File: config.mk
export PLATFORM = sky130hd
export DESIGN_NAME = fetch_unit
export DESIGN_NICKNAME = d
export VERILOG_FILES = /design/src/rtl/fetch_unit_pkg.sv /design/src/rtl/fetch_fifo.sv /design/src/rtl/fetch_unit.sv
export SDC_FILE = /design/constraint.sdc
export NUM_CORES = 1
export LEC_CHECK = 0
export ABC_AREA = 1
export ABC_CLOCK_PERIOD_IN_PS = 6250
export CAP_MARGIN = 10
export CORE_UTILIZATION = 50
export CTS_CLUSTER_SIZE = 8
export DETAILED_ROUTE_END_ITERATION = 8
export GPL_TIMING_DRIVEN = 1
export PLACE_DENSITY = 0.78
export SYNTH_ARGS = -nofsm -noshare
export SYNTH_HDL_FRONTEND = slang
export SYNTH_SLANG_ARGS = --single-unit
File: constraint.sdc
create_clock -name clk -period 6.25 [get_ports clk]
set_input_delay 1.25 -clock clk [delete_from_list [all_inputs] [get_ports clk]]
set_output_delay 1.25 -clock clk [all_outputs]
set_load 0.005 [all_outputs]
File: src/rtl/fetch_unit_pkg.sv
// Shared definitions for the instruction fetch stage.
//   fetch_state_e : fetch FSM encodings (boot, run, fault)
//   NOP_INSTR     : word presented to decode while the buffer is empty
//   *_LSB/*_MSB   : bit positions of the op/func3/func7 decode fields
//   sat_add32     : saturating 32-bit add used by the optional perf counters
package fetch_unit_pkg;

  typedef enum logic [1:0] {
    FETCH_BOOT  = 2'd0,
    FETCH_RUN   = 2'd1,
    FETCH_FAULT = 2'd2
  } fetch_state_e;

  // addi x0, x0, 0
  localparam logic [31:0] NOP_INSTR = 32'h0000_0013;

  localparam int unsigned OP_LSB    = 0;
  localparam int unsigned OP_MSB    = 6;
  localparam int unsigned FUNC3_LSB = 12;
  localparam int unsigned FUNC3_MSB = 14;
  localparam int unsigned FUNC7_LSB = 25;
  localparam int unsigned FUNC7_MSB = 31;

  function automatic logic [31:0] sat_add32(input logic [31:0] a, input logic [31:0] b);
    logic [32:0] sum;
    sum = {1'b0, a} + {1'b0, b};
    return sum[32] ? 32'hFFFF_FFFF : sum[31:0];
  endfunction

endpackage

File: src/rtl/fetch_fifo.sv
// Synchronous FIFO holding fetched {pc, instruction} pairs.
// Ports:
//   clk, rst      : rising-edge clock, synchronous active-high reset
//   i_push        : write i_push_data (accepted when not full, or full with a pop)
//   i_pop         : drop the head entry (ignored when empty)
//   i_flush       : empty the FIFO; overrides push and pop
//   o_head        : combinational head entry
//   o_count       : number of valid entries
//   o_empty       : no valid entries
module fetch_fifo #(
  parameter int unsigned WIDTH = 64,
  parameter int unsigned DEPTH = 2,
  localparam int unsigned CntW = $clog2(DEPTH) + 1
) (
  input  logic             clk,
  input  logic             rst,
  input  logic             i_push,
  input  logic [WIDTH-1:0] i_push_data,
  input  logic             i_pop,
  input  logic             i_flush,
  output logic [WIDTH-1:0] o_head,
  output logic [CntW-1:0]  o_count,
  output logic             o_empty
);

  localparam int unsigned PtrW = $clog2(DEPTH);

  logic [WIDTH-1:0] r_mem [DEPTH];
  logic [PtrW-1:0]  r_rd;
  logic [PtrW-1:0]  r_wr;
  logic [CntW-1:0]  r_count;
  logic             w_pop;
  logic             w_push;

  assign w_pop  = i_pop && (r_count != '0);
  // A full FIFO can still take a push when the head leaves in the same cycle.
  assign w_push = i_push && ((r_count != CntW'(DEPTH)) || w_pop);

  always_ff @(posedge clk) begin
    if (rst || i_flush) begin
      r_rd    <= '0;
      r_wr    <= '0;
      r_count <= '0;
    end else begin
      if (w_push) r_wr <= r_wr + PtrW'(1);
      if (w_pop)  r_rd <= r_rd + PtrW'(1);
      r_count <= r_count + CntW'(w_push) - CntW'(w_pop);
    end
  end

  always_ff @(posedge clk) begin
    if (!rst && !i_flush && w_push) r_mem[r_wr] <= i_push_data;
  end

  assign o_head  = r_mem[r_rd];
  assign o_count = r_count;
  assign o_empty = (r_count == '0);

endmodule

File: src/rtl/fetch_unit.sv
// Instruction fetch stage feeding the decode controller.
// Optional feature: define FETCH_PERF_EN to add perf_fetched / perf_discarded counters.
// Ports:
//   clk, rst                      : rising-edge clock, synchronous active-high reset
//   imem_req_valid/ready/addr     : word-aligned fetch request channel
//   imem_rsp_valid/data           : in-order response channel, always accepted
//   redirect, redirect_pc         : jump/taken-branch redirect pulse and target
//   instr_valid/ready             : head instruction handshake with decode
//   instr, instr_pc, instr_pc_plus4 : head word (NOP when empty), its PC, PC + 4
//   op, func3, func7              : decode slices of instr
//   fetch_fault                   : misaligned redirect target pending
//   perf_fetched, perf_discarded  : (FETCH_PERF_EN only) saturating event counters
module fetch_unit
  import fetch_unit_pkg::*;
#(
  parameter int unsigned      XLEN     = 32,
  parameter logic [XLEN-1:0]  RESET_PC = '0,
  parameter int unsigned      DEPTH    = 2
) (
  input  logic            clk,
  input  logic            rst,
  output logic            imem_req_valid,
  input  logic            imem_req_ready,
  output logic [XLEN-1:0] imem_req_addr,
  input  logic            imem_rsp_valid,
  input  logic [XLEN-1:0] imem_rsp_data,
  input  logic            redirect,
  input  logic [XLEN-1:0] redirect_pc,
  output logic            instr_valid,
  input  logic            instr_ready,
  output logic [XLEN-1:0] instr,
  output logic [XLEN-1:0] instr_pc,
  output logic [XLEN-1:0] instr_pc_plus4,
  output logic [6:0]      op,
  output logic [2:0]      func3,
  output logic [6:0]      func7,
  output logic            fetch_fault
`ifdef FETCH_PERF_EN
  ,
  output logic [31:0]     perf_fetched,
  output logic [31:0]     perf_discarded
`endif
);

  localparam int unsigned CntW = $clog2(DEPTH) + 1;
  localparam int unsigned PtrW = $clog2(DEPTH);

  fetch_state_e      r_state, w_state_next;
  logic [XLEN-1:0]   r_fetch_pc, w_fetch_pc_next;
  logic [CntW-1:0]   r_outstanding, w_outstanding_next;
  logic [CntW-1:0]   r_discard, w_discard_next;

  // PCs of in-flight requests, oldest first; always holds r_outstanding entries.
  logic [XLEN-1:0]   r_pcq [DEPTH];
  logic [PtrW-1:0]   r_pcq_wr;
  logic [PtrW-1:0]   r_pcq_rd;

  logic              w_hs;
  logic              w_rsp;
  logic              w_drop;
  logic              w_push;
  logic              w_pop;
  logic              w_credit_ok;
  logic [CntW:0]     w_inflight;
  logic [CntW-1:0]   w_fifo_count;
  logic              w_fifo_empty;
  logic [2*XLEN-1:0] w_head;

  // Responses with nothing outstanding only come from memory that was not reset.
  assign w_rsp       = imem_rsp_valid && (r_outstanding != '0);
  assign w_inflight  = {1'b0, w_fifo_count} + {1'b0, r_outstanding};
  assign w_credit_ok = w_inflight < (CntW + 1)'(DEPTH);

  assign imem_req_valid = (r_state == FETCH_RUN) && !redirect && w_credit_ok;
  assign imem_req_addr  = r_fetch_pc;
  assign w_hs           = imem_req_valid && imem_req_ready;

  // A response landing on the redirect cycle is stale by definition.
  assign w_drop = imem_rsp_valid && ((r_discard != '0) || redirect);
  assign w_push = imem_rsp_valid && !w_drop;
  assign w_pop  = instr_valid && instr_ready && !redirect;

  always_comb begin
    w_state_next       = r_state;
    w_fetch_pc_next    = r_fetch_pc;
    w_outstanding_next = r_outstanding + CntW'(w_hs) - CntW'(w_rsp);
    w_discard_next     = r_discard - CntW'(w_rsp && (r_discard != '0));

    unique case (r_state)
      FETCH_BOOT:  w_state_next = FETCH_RUN;
      FETCH_RUN:   w_state_next = FETCH_RUN;
      FETCH_FAULT: w_state_next = FETCH_FAULT;
      default:     w_state_next = FETCH_BOOT;
    endcase

    if (w_hs) w_fetch_pc_next = r_fetch_pc + XLEN'(4);

    if (redirect) begin
      w_fetch_pc_next = redirect_pc;
      // Everything still in flight after this cycle belongs to the old path.
      w_discard_next  = r_outstanding - CntW'(w_rsp) + CntW'(w_hs);
      w_state_next    = (redirect_pc[1:0] != 2'b00) ? FETCH_FAULT : FETCH_RUN;
    end
  end

  always_ff @(posedge clk) begin
    if (rst) begin
      r_state       <= FETCH_BOOT;
      r_fetch_pc    <= RESET_PC;
      r_outstanding <= '0;
      r_discard     <= '0;
      r_pcq_wr      <= '0;
      r_pcq_rd      <= '0;
    end else begin
      r_state       <= w_state_next;
      r_fetch_pc    <= w_fetch_pc_next;
      r_outstanding <= w_outstanding_next;
      r_discard     <= w_discard_next;
      if (w_hs)  r_pcq_wr <= r_pcq_wr + PtrW'(1);
      if (w_rsp) r_pcq_rd <= r_pcq_rd + PtrW'(1);
    end
  end

  always_ff @(posedge clk) begin
    if (!rst && w_hs) r_pcq[r_pcq_wr] <= r_fetch_pc;
  end

  fetch_fifo #(
    .WIDTH (2 * XLEN),
    .DEPTH (DEPTH)
  ) u_fifo (
    .clk         (clk),
    .rst         (rst),
    .i_push      (w_push),
    .i_push_data ({r_pcq[r_pcq_rd], imem_rsp_data}),
    .i_pop       (w_pop),
    .i_flush     (redirect),
    .o_head      (w_head),
    .o_count     (w_fifo_count),
    .o_empty     (w_fifo_empty)
  );

  assign instr_valid    = !w_fifo_empty;
  assign instr          = w_fifo_empty ? XLEN'(NOP_INSTR) : w_head[XLEN-1:0];
  assign instr_pc       = w_head[2*XLEN-1:XLEN];
  assign instr_pc_plus4 = instr_pc + XLEN'(4);
  assign op             = instr[OP_MSB:OP_LSB];
  assign func3          = instr[FUNC3_MSB:FUNC3_LSB];
  assign func7          = instr[FUNC7_MSB:FUNC7_LSB];
  assign fetch_fault    = (r_state == FETCH_FAULT);

`ifdef FETCH_PERF_EN
  logic [31:0] r_perf_fetched;
  logic [31:0] r_perf_discarded;
  logic [31:0] w_discard_inc;

  // Dropped response plus every entry thrown away by a flush.
  assign w_discard_inc = 32'(w_drop) + (redirect ? 32'(w_fifo_count) : 32'd0);

  always_ff @(posedge clk) begin
    if (rst) begin
      r_perf_fetched   <= '0;
      r_perf_discarded <= '0;
    end else begin
      r_perf_fetched   <= sat_add32(r_perf_fetched, 32'(w_pop));
      r_perf_discarded <= sat_add32(r_perf_discarded, w_discard_inc);
    end
  end

  assign perf_fetched   = r_perf_fetched;
  assign perf_discarded = r_perf_discarded;
`endif

endmodule

==> results by group, run 1 <==
Status
  – Status: finished clean

Logic synthesis
  – Mapped Cells: roughly 1100
  – Yosys warns: 0
  – Syn Nets: between 1000 and 1500
  – Netlist cell types: 37
  – Register area share after synthesis: 0.615
  – Mapped Area: 0.0109 mm²
  – #FFs+latches synth: approximately 240
  – Syn Area/Cell: between 9 and 10 µm²

Timing
  – Slew @ Worst Pin: roughly 900 ps
  – Tcrit/Tclk final: 0.743
  – Skew final: roughly 25 ps
  – Final slew viol count: 0
  – Final worst slack: about 1600 ps
  – Relative slew slack: 0.411
  – Min Tclk post-route: approximately 4600 ps
  – Max Fclk: around 220 MHz
  – Final Hold Viols: 0
  – RSZ-0062 raised after global routing: false
  – Final setup vio count: 0
  – Post-route setup TNS: 0 ps

Worst setup path
  – Most used cell, CP: nand2_1
  – CP max-delay cell: inv_4
  – Reg2Reg Setup Slack: 3690 ps
  – Worst reg2reg path depth: 6
  – Critical Path End Type: output port
  – Critical Path RT: 5000 ps
  – Worst r2r src: r_discard[0]
  – Worst path cell trace: inv_4 -> nand2_1 -> nand2_1 -> ha_1 -> nand3_2 -> nor2_1 -> nand2_1 -> xor2_1 -> clkdlybuf4s50_1
  – Crit Path Class: flip-flop to output port
  – Cell family with most CP delay: buffers and inverters
  – Worst Path Max Fanout: 65
  – Crit path launch type: flip-flop
  – Critical path's largest stage delay: ~620 ps
  – WP data arrival: between 3000 and 4000 ps
  – CP bufs+invs: 2
  – Critical R2R Capture: u_fifo.r_mem[1][34]

Floorplan
  – Core ar.: between 0.02 and 0.025 mm²
  – Initial cell density of the core: 0.514
  – I/O pin count: between 200 and 250
  – Die ar.: between 0.02 and 0.025 mm²
  – Row Count: 53
  – Die H: ~150 µm
  – Die width: between 100 and 150 µm

Drt
  – Vias: approximately 8300
  – Via-to-Cell Ratio: 5.14
  – Final wirelength: 25600 µm
  – Pre-antenna DRT Iters: 6
  – Initial DRC count: 580
  – Post-route ant nets: 0
  – Wire per inst: approximately 16 µm
  – DRC viols: 0

Hold path
  – Hold Path Class: flip-flop to flip-flop
  – Hold Crit Start: r_state[1]
  – Hold Crit Depth: 1
  – Worst hold path endpoint: r_state[0]

Global route
  – Met3 Usage GRT: 0.0363
  – GRT met1 Usage: 0.309
  – First-pass GRT wire length: 40900 µm
  – Total GRT Usage: 0.233
  – Vias in the first global route: about 8200
  – Met2 Track Usage GR: 0.379
  – GR Overflow Total: 0
  – Initial antenna violation count: 0
  – Busiest grt layer: met2
  – Largest net degree at the start of global routing: 66

Finish
  – N_diodes: 0
  – Share of cells above drive strength 1: 0.0863
  – FILL cells: ~1600
  – # nets final: about 1400
  – Area growth, synth to finish: 30.2%
  – Area of the multi-input gates: 0.00359 mm²
  – FF/Latch Area: ~0.0067 mm²

Run
  – Maxcap violations: 0

CTS
  – Clock latency on the worst-skew pair: 490 ps
  – Post-CTS setup buffer count: 0
  – Hold Buf Count CTS: 0
  – TritonCTS buffer count: 35
  – Clock tree sinks: ~240
  – Reg clk slew, reported paths: around 50 ps
  – CTS H-tree depth: 2
  – Root Driver: clkbuf_16
  – Post-CTS Resized: 0
  – Bufs on Longest Clock Path: 3
  – TritonCTS clock tree: done

Pwr
  – Maximum VDD drop: roughly 0.18 mV
  – Pwr/cell area: ~280 mW/mm²
  – Leakage power: 5.24 nW

Placed design
  – Dpl hpwl: approximately 18000 µm
  – DP Worst Slack: between 2000 and 2500 ps
  – GPL Wtd Cong: 0.901
  – Port Buffers: approximately 220
[logic make-up (layout without fill, tap and decap cells)]
group                      Yosys count  in the layout  share of synthesized area
xor gates and xnor gates            23             23                     0.0185
adders and majority gates            8              8                    0.00990
AOI/OAI and AO/OA                   93             93                     0.0470
DFF                                238            238                      0.615
and+or+nand+nor                    583            583                      0.219
buffers and inverters              135            367                     0.0570
muxes                               32             32                     0.0332
[synth_stat cells]
library cell	number	area, µm²
inv_1	77	289
a21oi_1	60	300
a22oi_1	1	7.51
edfxtp_1	192	5770
nand2_2	11	68.8
a31oi_1	7	43.8
and2_1	1	6.26
xor2_1	16	140
nand4_1	1	6.26
o21ai_4	1	16.3
nor3_1	2	10.0
o21ai_2	2	17.5
o21a_1	1	7.51
or2_2	3	18.8
buf_1	6	22.5
nor2_2	8	50.1
a211oi_1	1	7.51
xnor2_1	7	61.3
inv_2	2	7.51
fa_1	1	20.0
nand2_1	385	1450
clkbuf_1	19	71.3
nand3b_1	12	90.1
buf_6	3	33.8
o21ai_0	16	80.1
nor2_1	100	375
mux2_2	32	360
buf_2	4	20.0
dfxtp_1	46	921
o21bai_1	4	30.0
nand3_1	58	290
nor2_4	1	11.3
inv_4	1	6.26
ha_1	7	87.6
clkinv_1	1	3.75
buf_4	22	165
nand3_2	1	10.0
[through the flow]
stage	power [mW]	utilization	instances	hold WS, ps	cell area [µm²]
after floorplan	2.14	-	1112	414	10900
after global placement	2.37	0.623	1562	427	13200
after detailed placement	2.38	0.623	1562	439	13200
after CTS	4.03	0.669	1619	451	14200
after global routing	4.15	0.669	1619	464	14200
final	4.01	0.669	1619	448	14200
[worst max-delay path by stage]
stage / start / slack, ps / end / depth (start not counted)
2_1_floorplan: redirect / 1120 / u_fifo.r_mem[1][0] / 6
3_3_place_gp: flip-flop / 2210 / instr_pc_plus4[16] / 9
3_5_place_dp: flip-flop / 2080 / instr_pc_plus4[16] / 9
4_1_cts: flip-flop / 1570 / instr_pc_plus4[16] / 9
5_1_grt: flip-flop / 1320 / instr_pc_plus4[16] / 9
6_report: flip-flop / 1600 / instr_pc_plus4[16] / 9
[final cells by class]
type                       count  area share
sequential                   238       0.473
multi-input combinational    739       0.253
timing repair buffer         229       0.160
clock buffer                  56      0.0675
tap                          275      0.0243
inverter                      81      0.0217
clock inverter                 1    0.000619
[power breakdown]
| group | leakage, nW | switching (mW) | internal [mW] |
|---|---|---|---|
| clock network | 0.461 | 0.619 | 1.03 |
| registers | 2.13 | 0.0484 | 1.80 |
| logic | 2.65 | 0.251 | 0.256 |
[placed cells by master (no fill, tap or decap), types with 2 or more instances in the layout]
cell type / count
nand2_2: 11
o21ai_0: 16
inv_2: 2
a31oi_1: 7
clkbuf_1: 21
dfxtp_1: 45
o21ai_2: 2
xnor2_1: 7
xor2_1: 16
o21bai_1: 4
clkbuf_16: 35
buf_4: 12
or2_2: 3
nor2_2: 10
a21oi_1: 60
nor2_4: 3
nand3b_1: 12
clkdlybuf4s50_1: 217
ha_1: 7
mux2_2: 32
nand2_1: 385
nand3_1: 58
inv_1: 77
nor2_1: 96
edfxtp_1: 192
[registers in the layout (all words and copies together) (netlist names), named ones only]
name,flops
imem_req_addr,32
r_pcq,64
u_fifo.o_count,2
u_fifo.r_wr,1
r_discard,2
u_fifo.r_rd,1
r_state,2
u_fifo.r_mem,128
r_outstanding,2
r_pcq_wr,1
r_pcq_rd,1
[worst reg2reg max path, cell delays in order, from the launching register on]
cell     delay [ps]
dfxtp_1         300
nor2_1          160
nand3_1         100
a31oi_1         320
nand2_1         180
nor2_4          700
buf_4           450
[routing by layer]
metal	wire (µm)	part of all wire	vias to the layer above
met1	10700	0.42	3862
met2	12300	0.48	308
met3	1610	0.063	67
li1	-	-	4092
met4	911	0.036	0
met5	0	0	-
No activity file was read; power rests on OpenSTA's default activity.
==> inputs of run 2 (changes only) <==
--- a/config.mk
+++ b/config.mk
@@ -6,13 +6,13 @@
 export NUM_CORES = 1
 export LEC_CHECK = 0
 export ABC_AREA = 1
-export ABC_CLOCK_PERIOD_IN_PS = 6250
+export ABC_CLOCK_PERIOD_IN_PS = 4120
 export CAP_MARGIN = 10
-export CORE_UTILIZATION = 50
+export CORE_UTILIZATION = 47
 export CTS_CLUSTER_SIZE = 8
 export DETAILED_ROUTE_END_ITERATION = 8
 export GPL_TIMING_DRIVEN = 1
-export PLACE_DENSITY = 0.78
+export PLACE_DENSITY = 0.77
 export SYNTH_ARGS = -nofsm -noshare
 export SYNTH_HDL_FRONTEND = slang
 export SYNTH_SLANG_ARGS = --single-unit
==> constraint.sdc (replaced) <==
create_clock -name clk -period 4.12 [get_ports clk]
set_input_delay 0.824 -clock clk [delete_from_list [all_inputs] [get_ports clk]]
set_output_delay 0.824 -clock clk [all_outputs]
set_load 0.005 [all_outputs]
==> results by group, run 2 (synthesized netlist as in run 1, its figures left out) <==
Status
  – Status: finished clean

CTS
  – Post-CTS setup buffer count: 0 (unchanged)
  – Clock latency on the worst-skew pair: 490 ps (about the same)
  – Root Driver: clkbuf_16
  – TritonCTS clock tree: done
  – Bufs on Longest Clock Path: 3 (unchanged)
  – CTS H-tree depth: 2 (unchanged)
  – TritonCTS buffer count: 35 (unchanged)
  – Hold Buf Count CTS: 0 (unchanged)
  – Post-CTS Resized: 0 (unchanged)
  – Reg clk slew, reported paths: 50 ps (about the same)
  – Clock tree sinks: 238 (unchanged)

Floorplan
  – Row Count: 55 (+3.8%)
  – Die ar.: 0.0237 mm² (+6.3%)
  – Die H: 154 µm (+3.1%)
  – Initial cell density of the core: 0.480 (-0.0337)
  – Core ar.: 0.0226 mm² (+7.0%)
  – I/O pin count: 218 (unchanged)
  – Die width: 154 µm (+3.1%)

Timing
  – Final Hold Viols: 0 (unchanged)
  – Post-route setup TNS: 0 ps (unchanged)
  – RSZ-0062 raised after global routing: false
  – Min Tclk post-route: ~3800 ps
  – Tcrit/Tclk final: 0.921
  – Final slew viol count: 0 (unchanged)
  – Slew @ Worst Pin: 565 ps (-317 ps)
  – Relative slew slack: 0.622 (+0.211)
  – Final setup vio count: 0 (unchanged)
  – Max Fclk: 263 MHz
  – Skew final: 12.0 ps (-13.4 ps)
  – WHS: 452 ps (+3.98 ps)

Pwr
  – Total Power: 6.15 mW (+54%)
  – Pwr/cell area: 432 mW/mm² (+53%)
  – Leakage power: 5.27 nW (+0.53%)
  – Maximum VDD drop: 0.291 mV (+61%)

Drt
  – Wire per inst: 16.2 µm (+2.4%)
  – Vias: 8310 (-0.23%)
  – Post-route ant nets: 0 (unchanged)
  – Initial DRC count: 634 (+9.3%)
  – Via-to-Cell Ratio: 5.10 (-0.78%)
  – Final wirelength: 26300 µm (+2.9%)
  – DRC viols: 0 (unchanged)
  – Pre-antenna DRT Iters: 5 (-1)

Finish
  – FILL cells: 1745 (+12%)
  – Max reg flops: 128 (unchanged)
  – Share of cells above drive strength 1: 0.0894 (+0.00304)
  – Area growth, synth to finish: 31.0%
  – FF/Latch Area: 0.00669 mm² (unchanged)
  – Area of the multi-input gates: 0.00359 mm² (+0.17%)
  – Final Util: 0.629 (-0.0399)
  – Most flops, register: u_fifo.r_mem
  – # nets final: 1403 (+0.071%)
  – Most common cell after layout, fill and taps aside: nand2_1
  – Most frequent cells in the layout: 385 x nand2_1, 217 x clkdlybuf4s50_1, 192 x edfxtp_1
  – N_diodes: 0 (unchanged)

Global route
  – Largest net degree at the start of global routing: 65 (-1.5%)
  – Total GRT Usage: 0.224 (-0.00837)
  – First-pass GRT wire length: 42000 µm (+2.7%)
  – Vias in the first global route: 7937 (-2.9%)
  – GR Overflow Total: 0 (unchanged)
  – Initial antenna violation count: 0 (unchanged)

Worst setup path
  – Critical path's largest stage delay: 510 ps (-110 ps)
  – Worst Path Max Fanout: 30 (-54%)
  – Most used cell, CP: nand2_1
  – Worst path cell trace: inv_4 -> nand2_1 -> nand2_1 -> ha_1 -> nand3_2 -> inv_2 -> nand2_2 -> nor2_4 -> nand3_1 -> nand2_1 -> clkdlybuf4s50_1
  – Critical Path End Type: output port
  – Critical Path RT: 3300 ps (-1700 ps)
  – Crit path launch type: flip-flop
  – CP max-delay cell: clkdlybuf4s50_1
  – WP data arrival: 2970 ps (-430 ps)
  – Crit Path Class: flip-flop to output port

Placed design
  – Port Buffers: 217 (unchanged)
  – Dpl hpwl: 18200 µm (+3.3%)
  – GPL Wtd Cong: 0.908 (+0.75%)

Run
  – Maxcap violations: 0 (unchanged)

Hold path
  – Hold Path Class: flip-flop to flip-flop
## run 2: routing by layer
layer | global-route usage | wire (µm) | up-vias | part of all wire
li1 | - | - | 4093 | -
met2 | 0.371 | 12700 | 263 | 0.48
met5 | 0 | 0 | - | 0
met1 | 0.303 | 11400 | 3897 | 0.43
met3 | 0.0296 | 1370 | 57 | 0.052
met4 | 0.0810 | 786 | 0 | 0.030
## run 2: critical path, delay by kind of cell (launching register included)
family	cells	cell delay, ps
adders and majority gates	1	290
buffers and inverters	3	940
DFF	1	420
and+or+nand+nor	7	840
## run 2: path summary, 6_finish.rpt
kind | start | endpoint | slack [ps] | cells after the start
max | flip-flop | instr_pc_plus4[28] | 320 | 11
min | r_state[1] | r_state[0] | 450 | 1
max reg2reg | u_fifo.o_count[0] | imem_req_addr[10] | 1180 | 12
min reg2reg | r_state[1] | r_state[0] | 450 | 1
## run 2: layout make-up
type | instances | share of cell area
clock inverter | 2 | 0.00176
tap | 285 | 0.0250
inverter | 81 | 0.0215
sequential | 238 | 0.470
clock buffer | 53 | 0.0684
timing repair buffer | 230 | 0.161
multi-input combinational | 739 | 0.252
## run 2: power breakdown
part	total [mW]	internal, mW	switching (mW)
Combinational	0.771	0.391	0.381
Sequential	2.80	2.73	0.0728
Clock	2.58	1.61	0.963
Total	6.15	4.73	1.42
## run 2: through the flow
step                area (µm²)  cells  worst slack, ps
global placement         13200   1573              741
CTS                      14200   1628              196
floorplan                10900   1112              474
finish                   14200   1628              324
detailed placement       13200   1573              719
global route             14200   1628             50.9
==> inputs of run 3 (changes only) <==
==> constraint.sdc (replaced) <==
create_clock -name clk -period 4.12 [get_ports clk]
set_input_delay 1.03 -clock clk [delete_from_list [all_inputs] [get_ports clk]]
set_output_delay 1.03 -clock clk [all_outputs]
set_load 0.005 [all_outputs]
==> results by group, run 3 (synthesized netlist as in run 1, its figures left out) <==
Status
  – Status: finished clean

Timing
  – RSZ-0062 raised after global routing: false
  – Relative slew slack: 0.599 (-0.0237)
  – Final Hold Viols: 0 (unchanged)
  – Post-route setup TNS: 0 ps (unchanged)
  – Final slew viol count: 0 (unchanged)
  – WHS: 441 ps (-10.9 ps)
  – Skew final: 16.6 ps (+4.52 ps)
  – Final setup vio count: 0 (unchanged)
  – Tcrit/Tclk final: 0.937 (+0.0157)
  – Slew @ Worst Pin: 601 ps (+35.4 ps)
  – Min Tclk post-route: 3860 ps (+64.8 ps)
  – Max Fclk: 259 MHz (-1.7%)

Placed design
  – Port Buffers: 217 (unchanged)
  – Area after DPL: 0.0132 mm² (unchanged)
  – GPL Wtd Cong: 0.920 (+1.4%)
  – Dpl hpwl: 18100 µm (-0.76%)

Finish
  – Most common cell after layout, fill and taps aside: nand2_1
  – # nets final: 1403 (unchanged)
  – Max reg flops: 128 (unchanged)
  – Area growth, synth to finish: 31.2%
  – Most flops, register: u_fifo.r_mem
  – Most frequent cells in the layout: 385 x nand2_1, 217 x clkdlybuf4s50_1, 192 x edfxtp_1
  – N_diodes: 0 (unchanged)
  – Final instance area: 0.0143 mm² (+0.11%)
  – Share of cells above drive strength 1: 0.0892 (-0.000133)

CTS
  – Clock tree sinks: 238 (unchanged)
  – TritonCTS clock tree: done
  – CTS H-tree depth: 2 (unchanged)
  – Reg clk slew, reported paths: 50 ps (about the same)
  – Bufs on Longest Clock Path: 3 (unchanged)
  – Root Driver: clkbuf_16
  – Clock latency on the worst-skew pair: 490 ps (about the same)
  – TritonCTS buffer count: 35 (unchanged)

Drt
  – Final wirelength: 25800 µm (-2.2%)
  – Vias: 8278 (-0.39%)
  – DRC viols: 0 (unchanged)
  – Initial DRC count: 536 (-15%)
  – Via-to-Cell Ratio: 5.08 (-0.51%)
  – Wire per inst: 15.8 µm (-2.3%)
  – Post-route ant nets: 0 (unchanged)
  – Pre-antenna DRT Iters: 5 (unchanged)

Floorplan
  – Die ar.: 0.0237 mm² (unchanged)
  – Die H: 154 µm (unchanged)
  – Initial cell density of the core: 0.480 (unchanged)
  – I/O pin count: 218 (unchanged)
  – Die width: 154 µm (unchanged)
  – Core ar.: 0.0226 mm² (unchanged)
  – Row Count: 55 (unchanged)

Global route
  – First-pass GRT wire length: 40600 µm (-3.4%)
  – Total GRT Usage: 0.216 (-0.00799)
  – Largest net degree at the start of global routing: 55 (-15%)
  – Vias in the first global route: 7895 (-0.53%)
  – GR Overflow Total: 0 (unchanged)
  – Initial antenna violation count: 0 (unchanged)

Worst setup path
  – Worst path cell trace: inv_6 -> nand2_1 -> nand2_1 -> ha_1 -> nand3_2 -> inv_2 -> nand2_2 -> nor2_4 -> xor2_1 -> clkdlybuf4s50_1
  – Crit path launch type: flip-flop
  – Crit Path Class: flip-flop to output port
  – Most used cell, CP: nand2_1
  – WP data arrival: 2830 ps (-140 ps)
  – Critical Path RT: 3090 ps (-210 ps)
  – Cell family with most CP delay: buffers and inverters
  – Critical Path End Type: output port
  – Worst Path Max Fanout: 32 (+6.7%)
  – Critical path's largest stage delay: 510 ps (about the same)
  – CP bufs+invs: 3 (unchanged)
  – CP max-delay cell: clkdlybuf4s50_1

Pwr
  – Maximum VDD drop: 0.226 mV (-22%)
  – Total Power: 6.16 mW (+0.12%)
  – Pwr/cell area: 432 mW/mm² (about the same)
  – Leakage power: 5.27 nW (about the same)

Run
  – Maxcap violations: 0 (unchanged)

Hold path
  – Hold Path Class: flip-flop to flip-flop
[run 3: metal layers]
layer,track usage,routed length (µm)
met1,0.283,11300
met5,0,0
met2,0.373,12600
met4,0.0695,496
met3,0.0285,1300
[run 3: cell type report]
class,count,area [µm²]
timing repair buffer,230,2290
inverter,81,309
tap,285,357
clock buffer,57,1010
fill,1781,8380
multi-input combinational,739,3600
sequential,238,6690
[run 3: timing repair]
item	4_1_cts	5_1_grt
hold buffers	0	0
hold endpoints to repair	0	0
setup endpoints to repair	0	24
setup buffers	0	0
resized for setup	0	3
[run 3: through the flow]
step	util	worst slack [ps]	instances
floorplan	-	268	1112
global placement	0.585	607	1573
detailed placement	0.585	521	1573
CTS	0.629	4.84	1630
global route	0.630	34.5	1630
finish	0.630	259	1630
[run 3: worst paths after layout]
path,startpoint,slack [ps],cells past startpoint,to
setup / recovery,flip-flop,260,10,instr_pc_plus4[12]
hold reg to reg,r_state[1],440,1,r_state[0]
hold / removal,r_state[1],440,1,r_state[0]
setup reg to reg,u_fifo.o_count[0],1310,11,imem_req_addr[7]
[run 3: power by group]
| group | switching [mW] | total, mW | internal, mW |
|---|---|---|---|
| registers | 0.0727 | 2.80 | 2.73 |
| clock network | 0.933 | 2.59 | 1.65 |
| logic | 0.380 | 0.771 | 0.391 |
